--- src/rtl/router_pkt_tx_pkg.sv ---
// Shared types and constants for the router packet transmitter.
// The header byte carries the destination in bits [1:0] and the payload length in bits [7:2].
package router_pkt_tx_pkg;

   typedef enum logic [1:0] {
      ST_IDLE    = 2'd0,
      ST_HEADER  = 2'd1,
      ST_PAYLOAD = 2'd2,
      ST_PARITY  = 2'd3
   } tx_state_t;

   localparam logic [1:0] ADDR_INVALID = 2'b11;
   localparam int HDR_ADDR_LSB = 0;
   localparam int HDR_ADDR_MSB = 1;
   localparam int HDR_LEN_LSB  = 2;
   localparam int HDR_LEN_MSB  = 7;
   localparam int MAX_LEN      = 63;

   function automatic logic [7:0] make_header(input logic [5:0] len, input logic [1:0] addr);
      logic [7:0] hdr;
      hdr = '0;
      hdr[HDR_LEN_MSB:HDR_LEN_LSB]   = len;
      hdr[HDR_ADDR_MSB:HDR_ADDR_LSB] = addr;
      return hdr;
   endfunction

endpackage

--- src/rtl/router_pkt_tx_if.sv ---
// Host-side and router-side signals of the packet transmitter.
// master is the host/router side, slave is the transmitter itself.
interface router_pkt_tx_if #(
   parameter int PTR_W = 6
);
   logic             wr_en;
   logic [7:0]       wr_data;
   logic             buf_full;
   logic [PTR_W:0]   buf_count;
   logic             start;
   logic [1:0]       dest_addr;
   logic [5:0]       pay_len;
   logic             corrupt_parity;
   logic             reject;
   logic             busy;
   logic [7:0]       data_out;
   logic             pkt_valid;
   logic             tx_active;
   logic             done;

   modport master (
      output wr_en, wr_data, start, dest_addr, pay_len, corrupt_parity, busy,
      input  buf_full, buf_count, reject, data_out, pkt_valid, tx_active, done
   );

   modport slave (
      input  wr_en, wr_data, start, dest_addr, pay_len, corrupt_parity, busy,
      output buf_full, buf_count, reject, data_out, pkt_valid, tx_active, done
   );
endinterface

--- src/rtl/router_pkt_tx_fifo.sv ---
// DEPTH x 8 payload FIFO. Exposes the head byte and the byte behind it so the
// transmitter can load its output register with the next byte in the same cycle it pops.
module router_pkt_tx_fifo #(
   parameter int DEPTH = 64,
   parameter int PTR_W = 6
) (
   input  logic             clock,
   input  logic             reset,
   input  logic             push,
   input  logic [7:0]       push_data,
   input  logic             pop,
   output logic [7:0]       head_data,
   output logic [7:0]       next_data,
   output logic             full,
   output logic             empty,
   output logic [PTR_W:0]   count
);
   logic [7:0]       mem [DEPTH];
   logic [PTR_W-1:0] wr_ptr_reg;
   logic [PTR_W-1:0] rd_ptr_reg;
   logic [PTR_W:0]   count_reg;
   logic             push_ok;
   logic             pop_ok;

   function automatic logic [PTR_W-1:0] ptr_inc(input logic [PTR_W-1:0] p);
      return (p == PTR_W'(DEPTH - 1)) ? '0 : p + PTR_W'(1);
   endfunction

   assign full      = (count_reg == (PTR_W+1)'(DEPTH));
   assign empty     = (count_reg == '0);
   assign count     = count_reg;
   assign push_ok   = push & ~full;
   assign pop_ok    = pop & ~empty;
   assign head_data = mem[rd_ptr_reg];
   assign next_data = mem[ptr_inc(rd_ptr_reg)];

   always_ff @(posedge clock) begin
      if (push_ok) begin
         mem[wr_ptr_reg] <= push_data;
      end
   end

   always_ff @(posedge clock or posedge reset) begin
      if (reset) begin
         wr_ptr_reg <= '0;
         rd_ptr_reg <= '0;
         count_reg  <= '0;
      end else begin
         if (push_ok) begin
            wr_ptr_reg <= ptr_inc(wr_ptr_reg);
         end
         if (pop_ok) begin
            rd_ptr_reg <= ptr_inc(rd_ptr_reg);
         end
         case ({push_ok, pop_ok})
            2'b10:   count_reg <= count_reg + (PTR_W+1)'(1);
            2'b01:   count_reg <= count_reg - (PTR_W+1)'(1);
            default: count_reg <= count_reg;
         endcase
      end
   end
endmodule

--- src/rtl/router_pkt_tx.sv ---
// Packet transmitter: emits header, buffered payload and a parity byte to the router
// input port, holding the current byte whenever the router signals busy.
module router_pkt_tx
   import router_pkt_tx_pkg::*;
#(
   parameter int DEPTH = 64,
   parameter int PTR_W = 6
) (
   input  logic           clock,
   input  logic           reset,
   router_pkt_tx_if.slave bus
);
   localparam int LEN_W = $clog2(MAX_LEN + 1);

   tx_state_t        state_reg;
   logic [LEN_W-1:0] remain_reg;
   logic [7:0]       acc_reg;
   logic [7:0]       data_out_reg;
   logic             corrupt_reg;
   logic             pkt_valid_reg;
   logic             tx_active_reg;
   logic             done_reg;
   logic             reject_reg;

   logic [7:0]       fifo_head;
   logic [7:0]       fifo_next;
   logic             fifo_full;
   logic             fifo_empty;
   logic [PTR_W:0]   fifo_count;
   logic             fifo_pop;
   logic             accept;
   logic             start_bad;
   logic [7:0]       header_byte;

   assign accept      = tx_active_reg & ~bus.busy;
   assign fifo_pop    = (state_reg == ST_PAYLOAD) && accept && !fifo_empty;
   assign header_byte = make_header(bus.pay_len, bus.dest_addr);
   assign start_bad   = (bus.dest_addr == ADDR_INVALID) || (bus.pay_len == '0) ||
                        ((PTR_W+1)'(bus.pay_len) > fifo_count);

   router_pkt_tx_fifo #(
      .DEPTH (DEPTH),
      .PTR_W (PTR_W)
   ) u_fifo (
      .clock     (clock),
      .reset     (reset),
      .push      (bus.wr_en),
      .push_data (bus.wr_data),
      .pop       (fifo_pop),
      .head_data (fifo_head),
      .next_data (fifo_next),
      .full      (fifo_full),
      .empty     (fifo_empty),
      .count     (fifo_count)
   );

   always_ff @(posedge clock or posedge reset) begin
      if (reset) begin
         state_reg     <= ST_IDLE;
         remain_reg    <= '0;
         acc_reg       <= '0;
         data_out_reg  <= '0;
         corrupt_reg   <= 1'b0;
         pkt_valid_reg <= 1'b0;
         tx_active_reg <= 1'b0;
         done_reg      <= 1'b0;
         reject_reg    <= 1'b0;
      end else begin
         done_reg   <= 1'b0;
         reject_reg <= 1'b0;
         case (state_reg)
            ST_IDLE: begin
               if (bus.start) begin
                  if (start_bad) begin
                     reject_reg <= 1'b1;
                  end else begin
                     data_out_reg  <= header_byte;
                     acc_reg       <= header_byte;
                     remain_reg    <= LEN_W'(bus.pay_len);
                     corrupt_reg   <= bus.corrupt_parity;
                     pkt_valid_reg <= 1'b1;
                     tx_active_reg <= 1'b1;
                     state_reg     <= ST_HEADER;
                  end
               end
            end
            ST_HEADER: begin
               if (accept) begin
                  data_out_reg <= fifo_head;
                  state_reg    <= ST_PAYLOAD;
               end
            end
            ST_PAYLOAD: begin
               if (accept) begin
                  acc_reg    <= acc_reg ^ data_out_reg;
                  remain_reg <= remain_reg - LEN_W'(1);
                  // The byte leaving now is the last one: parity goes out next, unflagged.
                  if (remain_reg == LEN_W'(1)) begin
                     data_out_reg  <= acc_reg ^ data_out_reg ^ {8{corrupt_reg}};
                     pkt_valid_reg <= 1'b0;
                     state_reg     <= ST_PARITY;
                  end else begin
                     data_out_reg <= fifo_next;
                  end
               end
            end
            ST_PARITY: begin
               if (accept) begin
                  data_out_reg  <= '0;
                  tx_active_reg <= 1'b0;
                  done_reg      <= 1'b1;
                  state_reg     <= ST_IDLE;
               end
            end
            default: state_reg <= ST_IDLE;
         endcase
      end
   end

   assign bus.data_out  = data_out_reg;
   assign bus.pkt_valid = pkt_valid_reg;
   assign bus.tx_active = tx_active_reg;
   assign bus.done      = done_reg;
   assign bus.reject    = reject_reg;
   assign bus.buf_full  = fifo_full;
   assign bus.buf_count = fifo_count;
endmodule

--- src/flat_wrapper.sv ---
// flat-port wrapper written by rule: the top's interface ports become plain ports
module router_pkt_tx_flat import router_pkt_tx_pkg::*;
#(
   parameter int DEPTH = 64,
   parameter int PTR_W = 6
)
  (clock, reset, bus_wr_en, bus_wr_data, bus_start, bus_dest_addr, bus_pay_len, bus_corrupt_parity, bus_busy, bus_buf_full, bus_buf_count, bus_reject, bus_data_out, bus_pkt_valid, bus_tx_active, bus_done);
  router_pkt_tx_if #(.PTR_W(PTR_W)) bus_i ();
  input  logic clock;
  input  logic reset;
  input wire logic [$bits(bus_i.wr_en)-1:0] bus_wr_en;
  input wire logic [$bits(bus_i.wr_data)-1:0] bus_wr_data;
  input wire logic [$bits(bus_i.start)-1:0] bus_start;
  input wire logic [$bits(bus_i.dest_addr)-1:0] bus_dest_addr;
  input wire logic [$bits(bus_i.pay_len)-1:0] bus_pay_len;
  input wire logic [$bits(bus_i.corrupt_parity)-1:0] bus_corrupt_parity;
  input wire logic [$bits(bus_i.busy)-1:0] bus_busy;
  output wire logic [$bits(bus_i.buf_full)-1:0] bus_buf_full;
  output wire logic [$bits(bus_i.buf_count)-1:0] bus_buf_count;
  output wire logic [$bits(bus_i.reject)-1:0] bus_reject;
  output wire logic [$bits(bus_i.data_out)-1:0] bus_data_out;
  output wire logic [$bits(bus_i.pkt_valid)-1:0] bus_pkt_valid;
  output wire logic [$bits(bus_i.tx_active)-1:0] bus_tx_active;
  output wire logic [$bits(bus_i.done)-1:0] bus_done;
  assign bus_i.wr_en = bus_wr_en;
  assign bus_i.wr_data = bus_wr_data;
  assign bus_i.start = bus_start;
  assign bus_i.dest_addr = bus_dest_addr;
  assign bus_i.pay_len = bus_pay_len;
  assign bus_i.corrupt_parity = bus_corrupt_parity;
  assign bus_i.busy = bus_busy;
  assign bus_buf_full = bus_i.buf_full;
  assign bus_buf_count = bus_i.buf_count;
  assign bus_reject = bus_i.reject;
  assign bus_data_out = bus_i.data_out;
  assign bus_pkt_valid = bus_i.pkt_valid;
  assign bus_tx_active = bus_i.tx_active;
  assign bus_done = bus_i.done;
  router_pkt_tx #(.DEPTH(DEPTH), .PTR_W(PTR_W)) u_core (.clock(clock), .reset(reset), .bus(bus_i));
endmodule
--- config.mk ---
export PLATFORM = sky130hd
export DESIGN_NAME = router_pkt_tx_flat
export DESIGN_NICKNAME = d
export VERILOG_FILES = /design/src/rtl/router_pkt_tx_pkg.sv /design/src/rtl/router_pkt_tx_if.sv /design/src/rtl/router_pkt_tx_fifo.sv /design/src/rtl/router_pkt_tx.sv /design/src/flat_wrapper.sv
export SDC_FILE = /design/constraint.sdc
export NUM_CORES = 1
export LEC_CHECK = 0
export ABC_AREA = 1
export BUFFER_PORTS_ARGS = -buffer_cell sky130_fd_sc_hd__clkbuf_2
export CAP_MARGIN = 5
export CELL_PAD_IN_SITES_DETAIL_PLACEMENT = 0
export CELL_PAD_IN_SITES_GLOBAL_PLACEMENT = 2
export CORE_MARGIN = 2
export CORE_UTILIZATION = 44
export DETAILED_ROUTE_END_ITERATION = 10
export PLACE_DENSITY = 0.92
export SKIP_CTS_REPAIR_TIMING = 1
export SLEW_MARGIN = 20
export SYNTH_ARGS = -nofsm -noshare
export SYNTH_HDL_FRONTEND = slang
export SYNTH_SLANG_ARGS = --single-unit
export TNS_END_PERCENT = 30
--- constraint.sdc ---
create_clock -name clock -period 7.55 [get_ports clock]
set_input_delay 1.51 -clock clock [delete_from_list [all_inputs] [get_ports clock]]
set_output_delay 1.51 -clock clock [all_outputs]
set_load 0.05 [all_outputs]
==> Word level (Yosys, flattened, before mapping) <==
Memory sizes are Yosys's and may differ from the RTL's.
Index checks and enable logic that the tools add are counted.
{ "classes": {"add_sub_neg": 5, "magnitude_cmp": 1, "eq_ne": 16, "n_mux": 37, "bitwise": 9, "n_reduce_logical": 17} }
{ "ops": {"columns": ["operator", "count"], "rows": [
  ["two-way mux 8 bit", 7],
  ["one-hot mux 8 bit (4 select lines)", 1],
  ["two-way mux 6 bit", 5],
  ["one-hot mux 8 bit (2 select lines)", 1],
  ["bitwise XOR 8 bit", 2],
  ["one-hot mux 7 bit (2 select lines)", 1],
  ["adder 6 x 1 -> 6 bit (second input constant)", 2],
  ["equality test 6 bit (second input constant)", 2],
  ["two-way mux 1 bit", 12],
  ["two-way mux 2 bit", 6],
  ["one-hot mux 6 bit (2 select lines)", 1],
  ["AND reduction 5 bit", 2],
  ["equality test 2 bit (second input constant)", 4],
  ["one-hot mux 2 bit (4 select lines)", 1],
  ["AND reduction 4 bit", 2],
  ["adder 7 x 1 -> 7 bit (second input constant)", 1],
  ["equality test 7 bit (second input constant)", 1],
  ["> comparator 6 x 7 -> 1 bit", 1],
  ["zero test 7 bit", 1],
  ["subtractor 7 x 1 -> 7 bit (second input constant)", 1],
  ["equality test 6 x 1 -> 1 bit (second input constant)", 1],
  ["zero test 6 bit", 1],
  ["!= test 2 x 1 -> 1 bit (second input constant)", 3],
  ["!= test 2 bit (second input constant)", 3],
  ["12 further kinds", 23]
]} }
{ "totals": {"regBits": 48, "ram_bits": 512, "input_bits": 22, "out_inout_bits": 20, "wordCells": 98, "mem_count": 1} }
{ "mem_list": {"columns": ["memory", "depth", "word_bits", "read_ports", "rd_clocked_by_memory_dff", "write_ports", "line", "source"], "rows": [
  ["u_core.u_fifo.mem", 64, 8, 2, 0, 1, "router_pkt_tx_fifo.sv:18", "logic [7:0] mem [DEPTH];"]
]} }

==> Logic depth before layout (Yosys ltp) <==
Gate-level depths: netlist of run 1.
{ "depth": {"ltp_word": 7, "depth_mapped": 19, "ltp_nobuf": 18} }

==> Hierarchy <==
From an unflattened synthesis of run 1, not the netlist that was laid out.
{ "unflattened": {"hier_cells": 3547, "hier_area_um2": 30324.1} }
{ "by_module_without_submodules": {"columns": ["mod", "instances", "cells_per_inst", "area_per_inst_um2", "seq_area_each_um2"], "rows": [
  ["router_pkt_tx_fifo", 1, 3208, 28054.4, 15850.2],
  ["router_pkt_tx", 1, 339, 2269.7, 725.7]
]} }

==> Least setup slack after synthesis of run 1 <==
No wires, ideal clock.
{ "synth_path": {"kind": "in2reg", "startpoint": "input port bus_busy", "endpoint": "register u_core.u_fifo.count_reg[6] (netlist: u_core.u_fifo.count[6])", "setup_time_ns": 0.123, "t_arrival_ns": 3.506, "t_required_ns": 7.427, "slack_ns": 3.921, "path_stages": 18, "path_buffers": 1, "cell_sequence": "nor2_1 nand3_1 clkbuf_1 inv_1 ha_1 inv_1 fa_1 inv_1 a21oi_1 nor2_1 nor2_1 nor2_1 nor2_1 nor2_1 nor2_1 nand2_1 nand3_1 xor2_1"} }
{ "synth_via": {"elab_chain_cells": 7, "elab_cells_between_ends": 9, "cone_classes": "eq/ne (2); mux (1); bitwise (3); reduce/logical (3)"} }
{ "synth_lines": {"columns": ["element", "line", "source"], "rows": [
  ["start, declared", "flat_wrapper.sv:17", "input wire logic [$bits(bus_i.busy)-1:0] bus_busy;"],
  ["NOT 1 bit (*)", "router_pkt_tx.sv:35", "assign accept = tx_active_reg & ~bus.busy;"],
  ["AND 1 bit (*)", "router_pkt_tx.sv:35", null],
  ["logical AND 1 bit (*) (2 in series)", "router_pkt_tx.sv:36", "assign fifo_pop = (state_reg == ST_PAYLOAD) && accept && !fifo_empty;"],
  ["AND 1 bit (*)", "router_pkt_tx_fifo.sv:33", "assign pop_ok = pop & ~empty;"],
  ["via u_core.u_fifo.pop_ok", "router_pkt_tx_fifo.sv:23", "logic pop_ok;"],
  ["equality test 2 x 1 -> 1 bit / equality test 2 bit (equally long branches)", "router_pkt_tx_fifo.sv:55", "case ({push_ok, pop_ok})"],
  ["one-hot mux 7 bit (2 select lines) / nonzero test 2 bit (equally long branches)", null, null],
  ["end signal, assigned", "router_pkt_tx_fifo.sv:56", "2'b10: count_reg <= count_reg + (PTR_W+1)'(1);"],
  ["end signal, assigned", "router_pkt_tx_fifo.sv:57", "2'b01: count_reg <= count_reg - (PTR_W+1)'(1);"],
  ["end signal, assigned", "router_pkt_tx_fifo.sv:58", "default: count_reg <= count_reg;"],
  ["end, declared", "router_pkt_tx_fifo.sv:21", "logic [PTR_W:0] count_reg;"]
]} }
Mark *: on every way through the listed nets, which the timed path passes. The rest lies on a longest branch.
A chain may end at the register's enable or synchronous reset.

==> Final worst setup path of run 1 <==
{ "layout_path": {"startpoint": "register u_core.u_fifo.rd_ptr_reg[0]", "endpoint": "register u_core.data_out_reg[2] (netlist: u_core.bus.data_out[2])"} }
{ "layout_via": {"elab_chain_cells": 6, "elab_cells_between_ends": 8, "cone_classes": "add/sub (1); eq/ne (1); mux (5); memory (1)"} }
{ "layout_lines": {"columns": ["element", "line", "source"], "rows": [
  ["start, declared", "router_pkt_tx_fifo.sv:20", "logic [PTR_W-1:0] rd_ptr_reg;"],
  ["start signal, assigned", "router_pkt_tx_fifo.sv:53", "rd_ptr_reg <= ptr_inc(rd_ptr_reg);"],
  ["adder 6 x 1 -> 6 bit / equality test 6 bit (equally long branches)", "router_pkt_tx_fifo.sv:26", "return (p == PTR_W'(DEPTH - 1)) ? '0 : p + PTR_W'(1);"],
  ["two-way mux 6 bit", "router_pkt_tx_fifo.sv:26", null],
  ["memory (64 x 8 bit) (*)", null, null],
  ["two-way mux 8 bit", "router_pkt_tx.sv:98", "if (remain_reg == LEN_W'(1)) begin"],
  ["two-way mux 8 bit", "router_pkt_tx.sv:94", "if (accept) begin"],
  ["one-hot mux 8 bit (4 select lines) (*)", "router_pkt_tx.sv:71", "case (state_reg)"],
  ["end signal, assigned", "router_pkt_tx.sv:77", "data_out_reg <= header_byte;"],
  ["end signal, assigned", "router_pkt_tx.sv:99", "data_out_reg <= acc_reg ^ data_out_reg ^ {8{corrupt_reg}};"],
  ["end signal, assigned", "router_pkt_tx.sv:103", "data_out_reg <= fifo_next;"],
  ["end, declared", "router_pkt_tx.sv:18", "logic [7:0] data_out_reg;"]
]} }
Mark *: on every way between the ends. The rest lies on a longest branch, timed or not. The select of a mux whose other input is x is not followed.

==> results of run 1 <==
cell families (layout without fill, tap and decap cells):
family | Yosys count | in the layout | synth area share
AND/OR/NAND/NOR | 1659 | 1659 | 0.2482
AO/OA/AOI/OAI | 514 | 514 | 0.1079
buffers and inverters | 309 | 266 | 0.04620
adder cells (fa/ha/maj) | 21 | 21 | 0.009495
XOR/XNOR | 19 | 19 | 0.005846
flip-flops | 560 | 560 | 0.5823
worst max-delay path by stage:
stage	start	to	slack, ps	depth (start not counted)
after floorplan	bus_busy	u_core.u_fifo.count[6]$_DFFE_PP0P_	3920	18
after global placement	bus_wr_en	u_core.u_fifo.mem[28][4]$_DFFE_PP_	2970	5
after detailed placement	u_core.u_fifo.rd_ptr_reg[0]$_DFFE_PP0P_	u_core.bus.data_out[6]$_DFFE_PP0P_	3210	17
after CTS	u_core.u_fifo.rd_ptr_reg[0]$_DFFE_PP0P_	u_core.bus.data_out[6]$_DFFE_PP0P_	3180	17
after global routing	u_core.u_fifo.rd_ptr_reg[0]$_DFFE_PP0P_	u_core.bus.data_out[6]$_DFFE_PP0P_	2910	17
final	u_core.u_fifo.rd_ptr_reg[0]$_DFFE_PP0P_	u_core.bus.data_out[2]$_DFFE_PP0P_	3120	14
through the flow:
stage	utilization	instances	hold WS (ps)
after floorplan	-	3082	469.3
after global placement	0.4528	3778	481.8
after detailed placement	0.4535	3781	494.7
after CTS	0.4848	3894	510.1
after global routing	0.4848	3894	542.9
final	0.4848	3894	513.6
Yosys cell counts, types with 9 or more instances:
cell type	count
a21oi_1	22
a31oi_1	12
buf_1	23
buf_2	73
clkbuf_1	127
dfrtp_1	48
edfxtp_1	512
ha_1	20
inv_1	63
nand2_1	621
nand3_1	617
nand4_1	12
nor2_1	398
o211ai_1	74
o21ai_0	290
o221ai_1	54
o22ai_1	53
xnor2_1	9
xor2_1	10
routing by layer:
metal | vias up | global-route usage
met3 | 210 | 0.04763
li1 | 10810 | -
met5 | - | 0
met1 | 11930 | 0.4124
met4 | 0 | 0.1142
met2 | 1484 | 0.4531
tightest hold or removal path, cell delays in order, from the launching register on:
cell and delay (ps):
dfrtp_1 360, nand2_1 60, nand2_1 60
area by class of cell:
type                    instances  area, µm²
clock buffers                  72       1589
clock inverters                41      420.4
fillers                      5896      33090
inverters                      74      290.3
multi-input cells            2213      10620
flip-flops and latches        560      16590
well taps                     855       1070
repair buffers                 79      559.3
power groups by stage:
stage / Sequential (mW) / Combinational (mW) / Clock (mW)
final: 3.92 / 6.90 / 3.03
after global routing: 3.94 / 7.45 / 3.18
after CTS: 3.91 / 6.75 / 3.06
after detailed placement: 3.97 / 6.73 / 0
after global placement: 3.96 / 6.65 / 0
after floorplan: 3.94 / 4.43 / 0
==> summary.md, run 1 <==
| Metric | Value |
|---|---|
| Vias | between 20,000 and 25,000 |
| Number of vias per cell | between 6 and 7 |
| Final Hold Vio Count | 0 |
| Clk_lat worst skew | 650 ps |
| Area Growth Syn to Fin | 9.389% |
| Net Sw Frac | 0.4793 |
| EDFF count, synth | 512 |
| Number of global-route vias before repair | 23,380 |
| Critical Path, Cell by Cell | ha_4 -> buf_4 -> buf_4 -> nand3_1 -> nand3_1 -> nand3_1 -> nand3_1 -> nand2_1 -> nand2_1 -> nand3_1 -> nand2_1 -> nand2_1 -> nand2_1 -> nand2_1 |
| CTS tree | done |
| Critical Path RT | 8060 ps |
| DIE WIDTH | 258.3 µm |
| Maximum vdd drop | 559.2 µV |
| Total grt overflow | 0 |
| Clock period minus worst slack | 4430 ps |
| Number of clock sinks | between 500 and 600 |
| Most frequent cells in the layout | nand2_1, nand3_1, edfxtp_1 |
| Syn Nets | 3,125 |
| DR WL met2 | 44,800 µm |
| Seq/Total Area, Yosys | 0.5823 |
| #FFs+latches synth | 560 |
| Reg2reg path depth | 14 |
| Area of the mapped netlist | roughly 0.028 mm² |
| RSZ-0062 raised after global routing | false |
| Post-synth top area share | 0.5401 |
| Cells after synthesis | 3,082 |
| Worst hold path stage count | 2 |
| Fin nets | 3,031 |
| Area leader, netlist | edfxtp_1 |
| Antenna-violating nets left | 0 |
| Final instance area | 0.03114 mm² |
| Crit end category | flop |
| Net Sw Power | 6.638 mW |
| Placed cell areas | 0.02913 mm² |
| Asr flop ratio synth | 0.08571 |
| Crit-path max cell delay | 890 ps |
| Leakage power | 11.12 nW |
| Post-DP HPWL | 56,180 µm |
| Logic pwr share | 0.498 |
| FF-to-FF Start | u_core.u_fifo.rd_ptr_reg[0]$_DFFE_PP0P_ |
| Reg clk slew, reported paths | about 60 ps |
| I/O Buffers | 41 |
| Crit share post-route | 0.5867 |
| Int Pwr | 7.212 mW |
| Outcome | finished clean |
| Setup TNS | 0 ps |
| Router iterations before antenna repair | 6 |
| Clock Power Share | 0.219 |
| H-tree depth | 2 |
| Reg power frac | 0.283 |
| Routed wire length | 98,790 µm |
| Root buffer cell | clkbuf_16 |
| Crit path top cell by count | nand2_1 |
| DP Worst Slack | 3212 ps |
| Actual slew at the worst max-slew pin | 1193 ps |
| Num CTS Buffers | 60 |
| Clock Path Buffers | 3 |
| Die Area | 0.06674 mm² |
| Worst slew margin | 0.2044 |
| Num ports | between 40 and 50 |
| Worst path buffer plus inverter count | 2 |
| Max reg flops | 512 |
| Slowest cell on the critical path | buf_4 |
| Largest net degree at the start of global routing | 197 |
| Max-cap violations | 0 |
| Core footprint | 0.06423 mm² |
| Tot Pwr | 13.85 mW |
| DRC violations left | 0 |
| Initial core utilization | 0.4432 |
| Worst min path class | flop to flop |
| Warnings, synthesis | 0 |
| R2R Setup Slk | between 3000 and 4000 ps |
| Crit path launch type | flop |
| GPL Wtd Cong | 0.8796 |
| # setup viols final | 0 |
| Cell family with most CP delay | buffers and inverters |
| Worst-path fanout max | 67 |
| Most common library cell in the layout ignoring fill and taps | nand2_1 |
| Die H | 258.3 µm |
| Ys flop type | edfxtp_1 |
| Global Route Usage Sum | 0.2921 |
| Final setup margin | approximately 3100 ps |
| Syn avg cell area | 9.236 µm² |
| Max Used Layer | met4 |
| Hold Crit Endpoint | u_core.acc_reg[6]$_DFFE_PP0P_ |
| Synth cell types | 37 |
| Initial antenna violation count | 2 |
| Top post-synthesis cells by area | edfxtp_1, nand3_1, nand2_1, nor2_1, o21ai_0 |
| Hold Startpoint | u_core.acc_reg[6]$_DFFE_PP0P_ |
| Max Fclk | 225.8 MHz |
| First-pass GRT wire length | 147,900 µm |
| Worst Path Arrival | roughly 4900 ps |
| Critical path class | flop to flop |
| Wire per inst | 25.37 µm |
| Setup Skew | 39.23 ps |
| Wire length on met1 | 40,610 µm |
| Count of pins over their slew limit | 0 |
| Antenna Cells | 0 |
| Reg-to-reg endpoint | u_core.bus.data_out[2]$_DFFE_PP0P_ |
| DRT iter0 DRCs | between 3,000 and 4,000 |
| Met3 WL | 9789 µm |
| Row count | 93 |
| Cell area power density | 444.8 mW/mm² |
| Layout cell share with drive strength beyond 1 | 0.06384 |
(Power assumes the default switching activity.)
==> run 2: changes to the inputs <==
--- a/config.mk
+++ b/config.mk
@@ -5,15 +5,15 @@
 export SDC_FILE = /design/constraint.sdc
 export NUM_CORES = 1
 export LEC_CHECK = 0
-export ABC_AREA = 1
+export ABC_AREA = 0
 export BUFFER_PORTS_ARGS = -buffer_cell sky130_fd_sc_hd__clkbuf_2
 export CAP_MARGIN = 5
 export CELL_PAD_IN_SITES_DETAIL_PLACEMENT = 0
 export CELL_PAD_IN_SITES_GLOBAL_PLACEMENT = 2
 export CORE_MARGIN = 2
-export CORE_UTILIZATION = 44
+export CORE_UTILIZATION = 41
 export DETAILED_ROUTE_END_ITERATION = 10
-export PLACE_DENSITY = 0.92
+export PLACE_DENSITY = 0.84
 export SKIP_CTS_REPAIR_TIMING = 1
 export SLEW_MARGIN = 20
 export SYNTH_ARGS = -nofsm -noshare
==> constraint.sdc (replaced) <==
create_clock -name clock -period 4 [get_ports clock]
set_input_delay 0.8 -clock clock [delete_from_list [all_inputs] [get_ports clock]]
set_output_delay 0.8 -clock clock [all_outputs]
set_load 0.05 [all_outputs]
==> run 2 against run 1 <==
  * Wire length down 9.1%
  * Utilization decreased by 1.7 points
  * Die area up 6.4%
  * Fmax grew 13%
  * Non-clock buffer count grew 110
  * Critical path depth down 2
  * Cell count shrank 16%
  * Register-to-register slack got worse by 3000 ps
  * Critical endpoint is now u_core.bus.data_out[0]$_DFFE_PP0P_
  * Largest cell class unchanged
  * Largest power group unchanged
  * Highest routed layer unchanged
==> summary.md, run 2 <==
| Metric | Value |
|---|---|
| Die Area | roughly 0.07 mm² |
| Maximum vdd drop | 668.6 µV |
| Largest net degree at the start of global routing | around 130 |
| I/O Buffers | 41 |
| Worst Path Arrival | 4480 ps |
| EDFF count, synth | around 500 |
| Cells after synthesis | 2,279 |
| Critical path class | flop to flop |
| Xor/xnor share of the synthesized area | 0.008678 |
| RSZ-0062 raised after global routing | false |
| Number of clock sinks | 560 |
| Warnings, synthesis | 0 |
| Final Hold Vio Count | 0 |
| Setup TNS | 0 ps |
| Post-DP HPWL | 58,790 µm |
| Area occupied by registers | about 0.017 mm² |
| Synth cell count leaders | edfxtp_1, a21oi_1, nand2_1 |
| Routed wire length | 89,820 µm |
| Count leader, synth | edfxtp_1 |
| Initial antenna violation count | 0 |
| Most common library cell in the layout ignoring fill and taps | edfxtp_1 |
| DRC violations left | 0 |
| Leakage power | roughly 11 nW |
| Actual slew at the worst max-slew pin | 1028 ps |
| H-tree depth | 2 |
| Layout cell share with drive strength beyond 1 | 0.1612 |
| Post-synth top area share | 0.5440 |
| Area of the mapped netlist | 0.02826 mm² |
| Initial core utilization | 0.4128 |
| Die H | 266.5 µm |
| Clock Path Buffers | 3 |
| Ys flop type | edfxtp_1 |
| Worst min path class | input port to async pin |
| Crit share post-route | 0.9804 |
| Root buffer cell | clkbuf_16 |
| # fillers | ~6,000 |
| Global Route Usage Sum | 0.2524 |
| Router iterations before antenna repair | 6 |
| Vias | 20,550 |
| Seq/Total Area, Yosys | 0.5865 |
| Number of global-route vias before repair | 20,340 |
| Num CTS Buffers | 60 |
| #FFs+latches synth | 560 |
| Syn avg cell area | 12.40 µm² |
| First-pass GRT wire length | 133,200 µm |
| GPL Wtd Cong | 0.9402 |
| Outcome | finished clean |
| Antenna-violating nets left | 0 |
| Wire per inst | around 27 µm |
| Worst slew margin | 0.3144 |
| Asr flop ratio synth | 0.08571 |
| Area leader, netlist | edfxtp_1 |
| Area Growth Syn to Fin | 13.21% |
| Clk_lat worst skew | 640 ps |
| Most frequent cells in the layout | edfxtp_1, a21oi_1, nand2_1 |
| Clock period minus worst slack | 3922 ps |
| Area occupied by multi-input gates | 0.01073 mm² |
| Worst-path fanout max | 79 |
| Cell area power density | around 800 mW/mm² |
| Mux contribution to synthesized area | 0.1193 |
| DIE WIDTH | 266.5 µm |
| Core footprint | between 0.06 and 0.07 mm² |
| CTS tree | done |
| Crit end category | flop |
| Row count | 96 |
| # setup viols final | 0 |
| Syn Nets | 2,322 |
| Number of vias per cell | around 6.3 |
| Post-Synth Simple-Gate Area | 0.09080 |
| Max-cap violations | 0 |
| Total grt overflow | 0 |
| DRT iter0 DRCs | 2,492 |
| Setup Skew | approximately 19 ps |
| Max Fclk | 255.0 MHz |
| Count of pins over their slew limit | 0 |
| Max reg flops | 512 |
| Largest family of logic cells by synthesized area | compound AO/OA/AOI/OAI gates |
| Fin nets | 2,384 |
| Post-Synth Adder-Cell Area | 0.009563 |
| Synth cell types | 65 |
| Critical Path RT | ~4600 ps |
| Top post-synthesis cells by area | edfxtp_1, mux4_2, mux2i_1, a21oi_1, dfrtp_1 |
| Num ports | 42 |
| Crit path launch type | flop |
| Compound-Gate Fraction of Synth Area | 0.1504 |
| Hold WS | 345.0 ps |
| Reg clk slew, reported paths | around 60 ps |
==> run 2: cell count changes after synthesis, moves of 84 or more <==
cell / before / now
a21oi_1: 22 / 270
o21ai_0: 290 / 36
mux4_2: 0 / 84
mux2i_1: 0 / 140
nand2b_1: 0 / 105
nand3_1: 617 / 26
nor2_1: 398 / 121
a211oi_1: 2 / 96
nand2_1: 621 / 261
==> run 2: routing by layer <==
layer / vias to the layer above / share of wire / track usage / wire, µm
li1: 8961 / - / - / -
met1: 10370 / 0.41 / 0.3431 / 36470
met2: 1026 / 0.47 / 0.4042 / 42110
met3: 190 / 0.085 / 0.04235 / 7596
met4: 0 / 0.041 / 0.1008 / 3647
met5: - / 0 / 0 / 0
==> run 2: worst max-delay path: stages (launching register included) <==
cell       delay [ps]
dfrtp_4           530
ha_1              330
and4_4            280
a21oi_4           190
buf_12            370
buf_12            370
a21oi_1           120
nand2_1            80
nand4_1           100
a2111oi_0         830
buf_4             260
o211ai_1           90
a31oi_1           170
==> run 2: power breakdown <==
group          switching, mW  internal (mW)
Combinational           8.07           4.48
Clock                   2.31           3.41
Sequential             0.436           6.80
==> run 2: cells by family (layout without fill, tap and decap cells) <==
family	count (synthesis)	count (layout)
other	0	2
muxes	231	231
xor gates and xnor gates	28	28
and+or+nand+nor	567	567
AOI/OAI and AO/OA	659	659
buffers and inverters	213	322
DFF	560	560
adders and majority gates	21	21
==> run 2: path summary, 6_finish.rpt <==
path | slack (ps) | cells after the start | startpoint | end
max in group asynchronous | 2950 | 3 | reset | u_core.u_fifo.count[6]$_DFFE_PP0P_
worst min register to register | 500 | 1 | u_core.bus.pkt_valid$_DFFE_PP0P_ | u_core.bus.pkt_valid$_DFFE_PP0P_
worst min-delay path | 350 | 2 | reset | u_core.bus.pkt_valid$_DFFE_PP0P_
min in group clock | 400 | 2 | bus_corrupt_parity | u_core.corrupt_reg$_DFFE_PP0P_
worst max-delay path | 80 | 12 | u_core.u_fifo.rd_ptr_reg[0]$_DFFE_PP0P_ | u_core.bus.data_out[0]$_DFFE_PP0P_
worst max register to register | 80 | 12 | u_core.u_fifo.rd_ptr_reg[0]$_DFFE_PP0P_ | u_core.bus.data_out[0]$_DFFE_PP0P_
==> run 2: cell type report <==
class,count,share of cell area
Sequential cell,560,0.5185
Multi-Input combinational cell,1506,0.3354
Clock buffer,75,0.04935
Timing Repair Buffer,189,0.04662
Tap cell,882,0.03449
Clock inverter,34,0.01267
Inverter,24,0.002816
Antenna cell,2,0.0001564
==> run 2: metrics by stage <==
step / util / power [mW] / cell area, µm² / setup slack, ps / cells
final: 0.4673 / 25.51 / 31990 / 78.24 / 3272
after global routing: 0.4672 / 26.65 / 31990 / 102.0 / 3270
after CTS: 0.4672 / 25.43 / 31990 / 260.6 / 3270
after detailed placement: 0.4382 / 19.70 / 30010 / 278.2 / 3161
after global placement: 0.4382 / 19.54 / 30010 / 262.4 / 3161
after floorplan: - / 15.24 / 28260 / 746.9 / 2279
